File: src/rtl/chacha_inv_qr_seq_if.sv
// chacha_inv_qr_seq_if
//   Handshake and data bundle for the sequential (inverse) ChaCha
//   quarterround engine.
//   Input side : in_valid / in_ready, encdec, a_in..d_in (a', b', c', d')
//   Output side: out_valid / out_ready, a_out..d_out (recovered a, b, c, d)
//   master : producer/consumer side (drives words in, accepts results)
//   slave  : the engine
interface chacha_inv_qr_seq_if;
    logic        in_valid;
    logic        in_ready;
    logic        encdec;
    logic [31:0] a_in;
    logic [31:0] b_in;
    logic [31:0] c_in;
    logic [31:0] d_in;
    logic        out_valid;
    logic        out_ready;
    logic [31:0] a_out;
    logic [31:0] b_out;
    logic [31:0] c_out;
    logic [31:0] d_out;

    modport master (
        output in_valid, encdec, a_in, b_in, c_in, d_in, out_ready,
        input  in_ready, out_valid, a_out, b_out, c_out, d_out
    );

    modport slave (
        input  in_valid, encdec, a_in, b_in, c_in, d_in, out_ready,
        output in_ready, out_valid, a_out, b_out, c_out, d_out
    );
endinterface

File: src/rtl/chacha_inv_qr_seq.sv
// chacha_inv_qr_seq
//   Sequential inverse ChaCha quarterround. Undoes one ARX line pair per
//   cycle (4 cycles per quarterround) and repeats NUM_ITER times on the
//   same four words before presenting the result.
//   Ports:
//     clk    - system clock, rising edge
//     reset  - asynchronous, active-high
//     bus    - chacha_inv_qr_seq_if.slave (valid/ready in, valid/ready out)
//   Parameter:
//     NUM_ITER - back-to-back quarterrounds per transaction, 1..255
//   Optional build macro:
//     CHACHA_INV_QR_FWD_EN - when defined, encdec=1 at accept selects the
//     forward quarterround using the same states, counter and handshake.
module chacha_inv_qr_seq #(
    parameter int unsigned NUM_ITER = 1
) (
    input  logic              clk,
    input  logic              reset,
    chacha_inv_qr_seq_if.slave bus
);

    typedef enum logic [2:0] {IDLE, S3, S2, S1, S0, DONE} state_t;

    localparam logic [7:0] LAST_ITER = 8'(NUM_ITER - 1);

    state_t      state_q;
    logic [7:0]  cnt_q;
    logic        in_ready_q;
    logic        out_valid_q;
    logic [31:0] a_q, b_q, c_q, d_q;
    logic [31:0] a_d, b_d, c_d, d_d;
    logic        dir_fwd;

    function automatic logic [31:0] rotr32(input logic [31:0] x, input int unsigned n);
        return (x >> n) | (x << (32 - n));
    endfunction

    function automatic logic [31:0] rotl32(input logic [31:0] x, input int unsigned n);
        return (x << n) | (x >> (32 - n));
    endfunction

`ifdef CHACHA_INV_QR_FWD_EN
    logic fwd_q;
    assign dir_fwd = fwd_q;
`else
    logic unused_encdec;
    assign unused_encdec = bus.encdec;
    assign dir_fwd       = 1'b0;
`endif

    // Word datapath. Inverse steps S2/S0 subtract the b register written in
    // the preceding S3/S1, which already holds the recovered b.
    // Forward mode reuses the same states as F0..F3 (S3=F0 ... S0=F3).
    always_comb begin
        a_d = a_q;
        b_d = b_q;
        c_d = c_q;
        d_d = d_q;
        unique case (state_q)
            IDLE: begin
                if (bus.in_valid) begin
                    a_d = bus.a_in;
                    b_d = bus.b_in;
                    c_d = bus.c_in;
                    d_d = bus.d_in;
                end
            end
            S3: begin
                if (dir_fwd) begin
                    a_d = a_q + b_q;
                    d_d = rotl32(d_q ^ (a_q + b_q), 16);
                end else begin
                    b_d = rotr32(b_q, 7) ^ c_q;
                    c_d = c_q - d_q;
                end
            end
            S2: begin
                if (dir_fwd) begin
                    c_d = c_q + d_q;
                    b_d = rotl32(b_q ^ (c_q + d_q), 12);
                end else begin
                    d_d = rotr32(d_q, 8) ^ a_q;
                    a_d = a_q - b_q;
                end
            end
            S1: begin
                if (dir_fwd) begin
                    a_d = a_q + b_q;
                    d_d = rotl32(d_q ^ (a_q + b_q), 8);
                end else begin
                    b_d = rotr32(b_q, 12) ^ c_q;
                    c_d = c_q - d_q;
                end
            end
            S0: begin
                if (dir_fwd) begin
                    c_d = c_q + d_q;
                    b_d = rotl32(b_q ^ (c_q + d_q), 7);
                end else begin
                    d_d = rotr32(d_q, 16) ^ a_q;
                    a_d = a_q - b_q;
                end
            end
            default: begin
            end
        endcase
    end

    always_ff @(posedge clk or posedge reset) begin
        if (reset) begin
            state_q     <= IDLE;
            cnt_q       <= '0;
            in_ready_q  <= 1'b1;
            out_valid_q <= 1'b0;
            a_q         <= '0;
            b_q         <= '0;
            c_q         <= '0;
            d_q         <= '0;
`ifdef CHACHA_INV_QR_FWD_EN
            fwd_q       <= 1'b0;
`endif
        end else begin
            a_q <= a_d;
            b_q <= b_d;
            c_q <= c_d;
            d_q <= d_d;
            unique case (state_q)
                IDLE: begin
                    if (bus.in_valid) begin
                        state_q    <= S3;
                        cnt_q      <= '0;
                        in_ready_q <= 1'b0;
`ifdef CHACHA_INV_QR_FWD_EN
                        fwd_q      <= bus.encdec;
`endif
                    end
                end
                S3: state_q <= S2;
                S2: state_q <= S1;
                S1: state_q <= S0;
                S0: begin
                    if (cnt_q == LAST_ITER) begin
                        state_q     <= DONE;
                        out_valid_q <= 1'b1;
                    end else begin
                        cnt_q   <= cnt_q + 8'd1;
                        state_q <= S3;
                    end
                end
                DONE: begin
                    // Release goes straight to IDLE; no capture this cycle.
                    if (bus.out_ready) begin
                        out_valid_q <= 1'b0;
                        in_ready_q  <= 1'b1;
                        state_q     <= IDLE;
                    end
                end
                default: state_q <= IDLE;
            endcase
        end
    end

    assign bus.in_ready  = in_ready_q;
    assign bus.out_valid = out_valid_q;
    assign bus.a_out     = a_q;
    assign bus.b_out     = b_q;
    assign bus.c_out     = c_q;
    assign bus.d_out     = d_q;

endmodule

File: src/flat_wrapper.sv
// flat-port wrapper written by rule: the top's interface ports become plain ports
module chacha_inv_qr_seq_flat 
#(
    parameter int unsigned NUM_ITER = 1
)
  (clk, reset, bus_in_valid, bus_encdec, bus_a_in, bus_b_in, bus_c_in, bus_d_in, bus_out_ready, bus_in_ready, bus_out_valid, bus_a_out, bus_b_out, bus_c_out, bus_d_out);
  chacha_inv_qr_seq_if bus_i ();
  input  logic clk;
  input  logic reset;
  input wire logic [$bits(bus_i.in_valid)-1:0] bus_in_valid;
  input wire logic [$bits(bus_i.encdec)-1:0] bus_encdec;
  input wire logic [$bits(bus_i.a_in)-1:0] bus_a_in;
  input wire logic [$bits(bus_i.b_in)-1:0] bus_b_in;
  input wire logic [$bits(bus_i.c_in)-1:0] bus_c_in;
  input wire logic [$bits(bus_i.d_in)-1:0] bus_d_in;
  input wire logic [$bits(bus_i.out_ready)-1:0] bus_out_ready;
  output wire logic [$bits(bus_i.in_ready)-1:0] bus_in_ready;
  output wire logic [$bits(bus_i.out_valid)-1:0] bus_out_valid;
  output wire logic [$bits(bus_i.a_out)-1:0] bus_a_out;
  output wire logic [$bits(bus_i.b_out)-1:0] bus_b_out;
  output wire logic [$bits(bus_i.c_out)-1:0] bus_c_out;
  output wire logic [$bits(bus_i.d_out)-1:0] bus_d_out;
  assign bus_i.in_valid = bus_in_valid;
  assign bus_i.encdec = bus_encdec;
  assign bus_i.a_in = bus_a_in;
  assign bus_i.b_in = bus_b_in;
  assign bus_i.c_in = bus_c_in;
  assign bus_i.d_in = bus_d_in;
  assign bus_i.out_ready = bus_out_ready;
  assign bus_in_ready = bus_i.in_ready;
  assign bus_out_valid = bus_i.out_valid;
  assign bus_a_out = bus_i.a_out;
  assign bus_b_out = bus_i.b_out;
  assign bus_c_out = bus_i.c_out;
  assign bus_d_out = bus_i.d_out;
  chacha_inv_qr_seq #(.NUM_ITER(NUM_ITER)) u_core (.clk(clk), .reset(reset), .bus(bus_i));
endmodule
File: config.mk
export PLATFORM = sky130hd
export DESIGN_NAME = chacha_inv_qr_seq_flat
export DESIGN_NICKNAME = d
export VERILOG_FILES = /design/src/rtl/chacha_inv_qr_seq_if.sv /design/src/rtl/chacha_inv_qr_seq.sv /design/src/flat_wrapper.sv
export SDC_FILE = /design/constraint.sdc
export NUM_CORES = 1
export LEC_CHECK = 0
export BUFFER_PORTS_ARGS = -buffer_cell sky130_fd_sc_hd__clkbuf_2
export CORE_ASPECT_RATIO = 0.6
export CORE_MARGIN = 2
export CORE_UTILIZATION = 55
export DETAILED_ROUTE_END_ITERATION = 16
export PLACE_DENSITY = 0.86
export RECOVER_POWER = 25
export SLEW_MARGIN = 40
export SYNTH_ARGS = -nofsm -noshare
export SYNTH_HDL_FRONTEND = slang
export SYNTH_SLANG_ARGS = --single-unit
File: constraint.sdc
create_clock -name clk -period 9.93 [get_ports clk]
set_clock_uncertainty 0.05 [all_clocks]
set_input_delay 0.993 -clock clk [delete_from_list [all_inputs] [get_ports clk]]
set_output_delay 0.993 -clock clk [all_outputs]
set_load 0.005 [all_outputs]
==> metrics.log, run 1 <==
[metrics] result of the run: finished, violations left
[metrics] violations in the final reports: capacitance limit, slew limit
[metrics] first-pass iteration count of the detailed router: 6
[metrics] TritonCTS Buffers: 17
[metrics] detailed-route DRC error count: 0
[metrics] share of the clock period used by the worst path: 42.5%
[metrics] max-slew headroom at the worst pin: -125%
[metrics] placer's final routability congestion estimate: approximately 1.0
[metrics] global-route wire length before repair: roughly 61000 µm
[metrics] number of flip-flops and latches in the synthesized netlist: around 140
[metrics] setup repair after global routing missed its margin: false
[metrics] CTS max path bufs: 2
[metrics] number of vias in the routed layout: 11.2k
[metrics] post-synthesis area per instance: 8.23 µm²
[metrics] routed vias/inst: 6.29
[metrics] Max Freq: 237 MHz
[metrics] WS Path Type: reg -> reg
[metrics] Least-Margin Pin Slew: 3360 ps
[metrics] Critical Path, Cell by Cell: nor2_1, and2_2, buf_4, and3_1, nor2_1, nand4_1, or3_1, a21oi_1
[metrics] port bufs: 261
[metrics] hold bufs inserted after CTS: 0
[metrics] via count of the first global-routing pass: approximately 10k
[metrics] count leader, synth: a21oi_1
[metrics] maximum fanout along the worst path: 65
[metrics] fraction of final layout cells with drive strength greater than 1: around a fifth
[metrics] cell type with the highest occurrence count on the critical path: nor2_1
[metrics] DIE WIDTH: about 180 µm
[metrics] core region area: roughly 0.019 mm²
[metrics] Final nets: 1717
[metrics] IO Count: 263
[metrics] area taken by multi-input logic gates: between 0.006 and 0.007 mm²
[metrics] Required @ worst endpoint: 10240 ps
[metrics] total placed cells including tap cells: 1745
[metrics] leading register cell type out of synthesis: dfrtp_1
[metrics] synthesized cell area: between 0.01 and 0.015 mm²
[metrics] overall track demand over capacity in global routing: around two fifths
[metrics] Post-Synthesis Net Count: around 1.5k
[metrics] Filler cells: 1594
[metrics] startpoint of the worst register-to-register path: u_core.state_q[1]
[metrics] top cell type's share of synthesized area: about a third
[metrics] cell count after synthesis: between 1k and 1.5k
[metrics] initial cell density of the core: 56.2%
[metrics] largest cells by area after synthesis: dfrtp_1 33%, a21oi_1 7.6%, ha_1 7.5%, xor2_1 5.6%, a211oi_1 4.8%
[metrics] combinational family with the most area after synthesis: compound AO/OA/AOI/OAI gates
[metrics] CTS-repair resized insts: 0
[metrics] part of the Yosys area used for sequential elements: 33.0%
[metrics] antenna violations before repair: 0
[metrics] register clock-pin slew on the reported worst setup and hold paths: approximately 60 ps
[metrics] CTS HTree Levels: 4
[metrics] beginning of the worst hold path: u_core.bus.in_ready
[metrics] total negative setup slack: 0 ps
[metrics] launching element type of the critical path: flip-flop
[metrics] die span in y: 112 µm
[metrics] share of synthesized area spent on multiplexers: 3.56%
[metrics] async set or reset register ratio after synthesis: 100%
[metrics] post-synthesis share of cell area spent on and, or, nand and nor gates: 13.6%
[metrics] total number of placement rows: 39
[metrics] Congestion Overflow GR: 0
[metrics] count of buffers added by post-CTS timing repair for setup: 0
[metrics] reported max-cap violation count: 2
[metrics] post-synthesis compound-gate area fraction: 26.4%
[metrics] Initial DRC Count: 1389
[metrics] Register Area: ~0.0035 mm²
[metrics] Post-synth EDFFs: 0
[metrics] synthesis warning total: 0
[metrics] final count of pins violating max slew: 113
[metrics] post-DP HPWL: 31800 µm
[metrics] total non-filler cell area in the finished layout: 0.0128 mm²
[metrics] Placed Area: 0.0122 mm²
[metrics] largest net degree at the start of global routing: 85
[metrics] crit path capture type: flip-flop
[metrics] Fin. Hold Viols: 0
[metrics] worst-skew pair later-pin latency: 440 ps
[metrics] final number of setup-violating endpoints: 0
[metrics] area enclosed by the die boundary: 0.0206 mm²
[metrics] cell type contributing the most total cell area after synthesis: dfrtp_1
[metrics] ANT nets after route: 0
[metrics] area delta synth->final: 19.3%
[metrics] slowest cell on the critical path: dfrtp_1
[metrics] Worst Setup SP: u_core.state_q[1]
[metrics] WP data arrival: 4530 ps
[metrics] average routed wire per standard cell: 23.0 µm
[metrics] number of clock sinks: about 140
[metrics] cell types with the highest counts after synthesis: 162 x a21oi_1, 140 x dfrtp_1, 134 x nor2_1
[metrics] Total Routed Length: 40900 µm
[metrics] Clock Tree Root: clkbuf_16
[metrics] Netlist cell types: 69
[metrics] Post-Synth XOR/XNOR Area: approximately a tenth
[metrics] Min-Delay Path Class: reg -> reg
[metrics] Final Non-Filler Cells: 1776
[metrics] TritonCTS clock tree: built
[metrics] final worst path period need: 4220 ps
[metrics] Max stage delay on crit path: 1700 ps
[metrics] adder and majority cell fraction of the synthesized area: 7.86%
per-layer routing:
metal  global-route usage (%)  vias up  wire [µm]
li1                         -     5041          -
met1                     58.8     5280      17500
met2                     53.9      779      16300
met3                     14.0       71       5970
met4                     13.0        0       1120
met5                        0        -          0
cell families after synthesis:
| kind of cell | after synthesis |
|---|---|
| compound gates | 455 |
| simple gates | 325 |
| buf+inv | 154 |
| flops | 141 |
| xor+xnor | 121 |
| fa+ha+maj | 66 |
| mux | 38 |
cells in the final DEF, fill, tap and decap left out, drive strengths merged, types with 4 or more instances in the layout:
cell type  count
clkbuf       285
a21oi        164
dfrtp        140
nor2         134
o21ai        101
nand2         95
inv           81
a211oi        70
xor2          68
ha            64
xnor2         53
mux2i         38
a21o          29
nand3         20
a22oi         19
o21a          14
nor2b         14
a31oi         11
nor3          10
nand4         10
nand2b        10
buf           10
and3           9
o21bai         7
and2           6
o31ai          5
o211ai         4
or3            4
and4           4
flip-flops by register name, indices dropped and copies added, names as in the netlist:
register,count
u_core.bus.a_out,32
u_core.bus.b_out,32
u_core.bus.c_out,32
u_core.bus.d_out,32
u_core.cnt_q,8
u_core.state_q,3
u_core.bus.in_ready,1
u_core.bus.out_valid,1
worst paths after layout:
check / slack, ps / depth (start not counted) / end
worst max-delay path: 5710 / 8 / u_core.cnt_q[7]
worst min-delay path: 510 / 2 / u_core.bus.in_ready
worst max register to register: 5710 / 8 / u_core.cnt_q[7]
worst min register to register: 510 / 2 / u_core.bus.in_ready
max in group asynchronous: 6640 / 3 / u_core.bus.a_out[19]
min in group asynchronous: 1460 / 2 / u_core.bus.c_out[18]
cell type report:
cell class	count	area share [%]
multi-input combinational	1005	51.7
clock inverter	6	0.872
sequential	141	27.6
clock buffer	24	3.69
tap	246	2.41
timing repair buffer	271	11.3
antenna	1	0.0196
inverter	82	2.42
worst max-delay path, delay by kind of cell, from the launching register on:
kind | cells | cell delay, ps
and+or+nand+nor | 6 | 1910
DFF | 1 | 1700
buffers and inverters | 1 | 310
AOI/OAI and AO/OA | 1 | 140
per-stage QoR:
| step | utilization, % | hold WS, ps | setup WS, ps |
|---|---|---|---|
| floorplan | - | 467 | 5110 |
| global placement | 63.6 | 480 | 6500 |
| detailed placement | 64.1 | 487 | 6460 |
| CTS | 67.1 | 498 | 6420 |
| global route | 67.1 | 535 | 5390 |
| finish | 67.1 | 512 | 5710 |
Power of run 1 is left out: the tool's default activity adds up to more than one toggle a clock period on the data nets, which glitch-free logic cannot reach.
==> run 2: changes to the inputs <==
- ABC_AREA: not set -> 1
- PLACE_DENSITY: 0.86 -> 0.84
- clock period: 9.93 -> 4.3 ns (I/O delays scaled with it)
==> metrics.log, run 2 <==
[metrics] Final nets: 2495 (+45%)
[metrics] post-DP HPWL: 42200 µm (+33%)
[metrics] count leader, synth: nand2_1
[metrics] CTS-repair resized insts: 0 (unchanged)
[metrics] cell count after synthesis: 2068 (+59%)
[metrics] number of vias in the routed layout: 15.0k (+35%)
[metrics] area delta synth->final: 16.8%
[metrics] WS Path Type: in -> async
[metrics] Congestion Overflow GR: 0 (unchanged)
[metrics] Netlist cell types: 35 (-49%)
[metrics] async set or reset register ratio after synthesis: 100% (unchanged)
[metrics] WP data arrival: 3120 ps (-1410 ps)
[metrics] first-pass iteration count of the detailed router: 6 (unchanged)
[metrics] total negative setup slack: 0 ps (unchanged)
[metrics] register clock-pin slew on the reported worst setup and hold paths: 70 ps (about the same)
[metrics] reported max-cap violation count: 1 (-1)
[metrics] port bufs: 261 (unchanged)
[metrics] maximum fanout along the worst path: 29 (-55%)
[metrics] share of the clock period used by the worst path: 68.4%
[metrics] Fin. Hold Viols: 0 (unchanged)
[metrics] result of the run: finished, violations left
[metrics] total number of placement rows: 42 (+7.7%)
[metrics] Filler cells: 2103 (+32%)
[metrics] synthesized cell area: 0.0126 mm² (+18%)
[metrics] Critical Path, Cell by Cell: dlygate4sd3_1, clkbuf_2, clkinvlp_2, clkbuf_1
[metrics] number of flip-flops and latches in the synthesized netlist: 141 (unchanged)
[metrics] overall track demand over capacity in global routing: 43.8% (+4.0 points)
[metrics] synthesis warning total: 0 (unchanged)
[metrics] count of buffers added by post-CTS timing repair for setup: 0 (unchanged)
[metrics] CTS HTree Levels: 4 (unchanged)
[metrics] part of the Yosys area used for sequential elements: 28.0% (-4.9 points)
[metrics] largest cells by area after synthesis: dfrtp_1 28%, nand2_1 21%, inv_1 10%, o21ai_0 7.2%, ha_1 6.4%
[metrics] cell types with the highest counts after synthesis: 696 x nand2_1, 348 x inv_1, 182 x o21ai_0
[metrics] largest net degree at the start of global routing: 87 (+2.4%)
[metrics] Post-synth EDFFs: 0 (unchanged)
[metrics] most frequent standard cell in the layout excluding fill and tap cells: nand2_1
[metrics] Total Routed Length: 52800 µm (+29%)
[metrics] global-route wire length before repair: 77200 µm (+27%)
[metrics] final worst path period need: 2940 ps
[metrics] core region area: 0.0222 mm² (+17%)
[metrics] leading cell types in the layout, fill and taps excluded: 694 x nand2_1, 346 x inv_1, 262 x clkbuf_2
[metrics] placer's final routability congestion estimate: 1.01 (-0.32%)
[metrics] IO Count: 263 (unchanged)
[metrics] fraction of final layout cells with drive strength greater than 1: 14.6% (-6.4 points)
[metrics] Post-Synthesis Net Count: 2267 (+51%)
[metrics] initial cell density of the core: 56.6% (+0.39 points)
[metrics] area enclosed by the die boundary: 0.0241 mm² (+17%)
[metrics] average routed wire per standard cell: 20.2 µm (-12%)
[metrics] number of clock sinks: 141 (unchanged)
[metrics] leading register cell type out of synthesis: dfrtp_1
[metrics] top cell type's share of synthesized area: 27.8% (-4.9 points)
[metrics] Clock Tree Root: clkbuf_16
[metrics] Least-Margin Pin Slew: 1720 ps (-1640 ps)
[metrics] violations in the final reports: capacitance limit, slew limit
[metrics] final count of pins violating max slew: 30 (-73%)
[metrics] crit path capture type: async pin
[metrics] DIE WIDTH: 199 µm (+8.3%)
[metrics] max-slew headroom at the worst pin: -14.7% (+110 points)
[metrics] CTS max path bufs: 2 (unchanged)
[metrics] antenna violations before repair: 0 (unchanged)
[metrics] setup slack, reg-to-reg: 1370 ps (-4340 ps)
[metrics] slowest cell on the critical path: clkbuf_1
[metrics] Max stage delay on crit path: 1310 ps (-390 ps)
[metrics] TritonCTS Buffers: 17 (unchanged)
[metrics] Min-Delay Path Class: in -> reg
[metrics] launching element type of the critical path: primary input
[metrics] die span in y: 121 µm (+8.2%)
[metrics] worst-skew pair later-pin latency: 450 ps (about the same)
[metrics] cell type contributing the most total cell area after synthesis: dfrtp_1
[metrics] final number of setup-violating endpoints: 0 (unchanged)
[metrics] via count of the first global-routing pass: 13.2k (+33%)
[metrics] Initial DRC Count: 2177 (+57%)
[metrics] TritonCTS clock tree: built
[metrics] post-synthesis area per instance: 6.09 µm² (-26%)
[metrics] ANT nets after route: 0 (unchanged)
[metrics] routed vias/inst: 5.75 (-8.6%)
[metrics] diodes inserted: 0 (-1)
[metrics] setup repair after global routing missed its margin: false
[metrics] Required @ worst endpoint: 4480 ps (-5760 ps)
[metrics] detailed-route DRC error count: 0 (unchanged)
[metrics] Max Freq: roughly 340 MHz
## run 2: cell count changes in the layout (fill, tap and decap cells not counted), sizes merged, moves of 27 or more
| cell | delta |
|---|---|
| xnor2 | -40 |
| a21oi | -102 |
| o21ai | +110 |
| a211oi | -70 |
| xor2 | -31 |
| nand3 | +96 |
| inv | +275 |
| o211ai | +31 |
| mux2i | -38 |
| nor2 | +31 |
| a21o | -27 |
| o22ai | +35 |
| nand2 | +603 |
## run 2: cell families (layout without fill, tap and decap cells)
group,Yosys count,after routing,synth area share [%]
xor gates and xnor gates,50,50,3.48
buffers and inverters,420,661,13.0
adders and majority gates,66,66,6.68
and+or+nand+nor,1022,1022,32.5
AOI/OAI and AO/OA,369,369,16.3
DFF,141,141,28.0
## run 2: worst paths after layout
kind | cells past startpoint | end | from
setup / recovery | 4 | u_core.bus.a_out[17] | reset
hold / removal | 3 | u_core.bus.a_out[12] | bus_a_in[12]
setup reg to reg | 8 | u_core.bus.b_out[30] | u_core.state_q[2]
hold reg to reg | 2 | u_core.bus.out_valid | u_core.bus.out_valid
max in group clk | 8 | u_core.bus.b_out[30] | u_core.state_q[2]
min in group asynchronous | 3 | u_core.cnt_q[3] | reset
## run 2: timing repair
action                     in CTS  in global routing
hold buffers                    0                  1
setup endpoints to repair       0                  0
hold endpoints to repair        0                 24
## run 2: cell type report
| class | instances | area, µm² | share of cell area, % |
|---|---|---|---|
| flip-flops and latches | 141 | 3530 | 24.0 |
| inverters | 354 | 1330 | 9.06 |
| well taps | 308 | 385 | 2.62 |
| multi-input cells | 1507 | 7430 | 50.6 |
| clock inverters | 13 | 153 | 1.04 |
| clock buffers | 19 | 453 | 3.08 |
| repair buffers | 275 | 1410 | 9.60 |
## run 2: metrics by stage
stage / setup WS [ps] / utilization, % / instances / hold WS, ps / area (µm²)
6_report: 1360 / 66.1 / 2617 / 186 / 14700
5_1_grt: 1030 / 66.1 / 2617 / 201 / 14700
4_1_cts: 1250 / 66.1 / 2615 / 94.2 / 14700
3_5_place_dp: 1310 / 63.3 / 2583 / 448 / 14100
3_3_place_gp: 1510 / 63.3 / 2583 / 429 / 14100
2_1_floorplan: 40.4 / - / 2068 / 441 / 12600
## run 2: critical path, delay by kind of cell
family / cells / cell delay [ps]
buffers and inverters: 4 / 2670
## run 2: routing by layer
layer	share of wire (%)	vias up	track usage, %
met3	16	113	14.5
met1	42	6850	64.4
met5	0.045	-	0
li1	-	7000	-
met4	2.7	2	12.8
met2	39	1074	60.1
Power of run 2 is left out for the same reason.
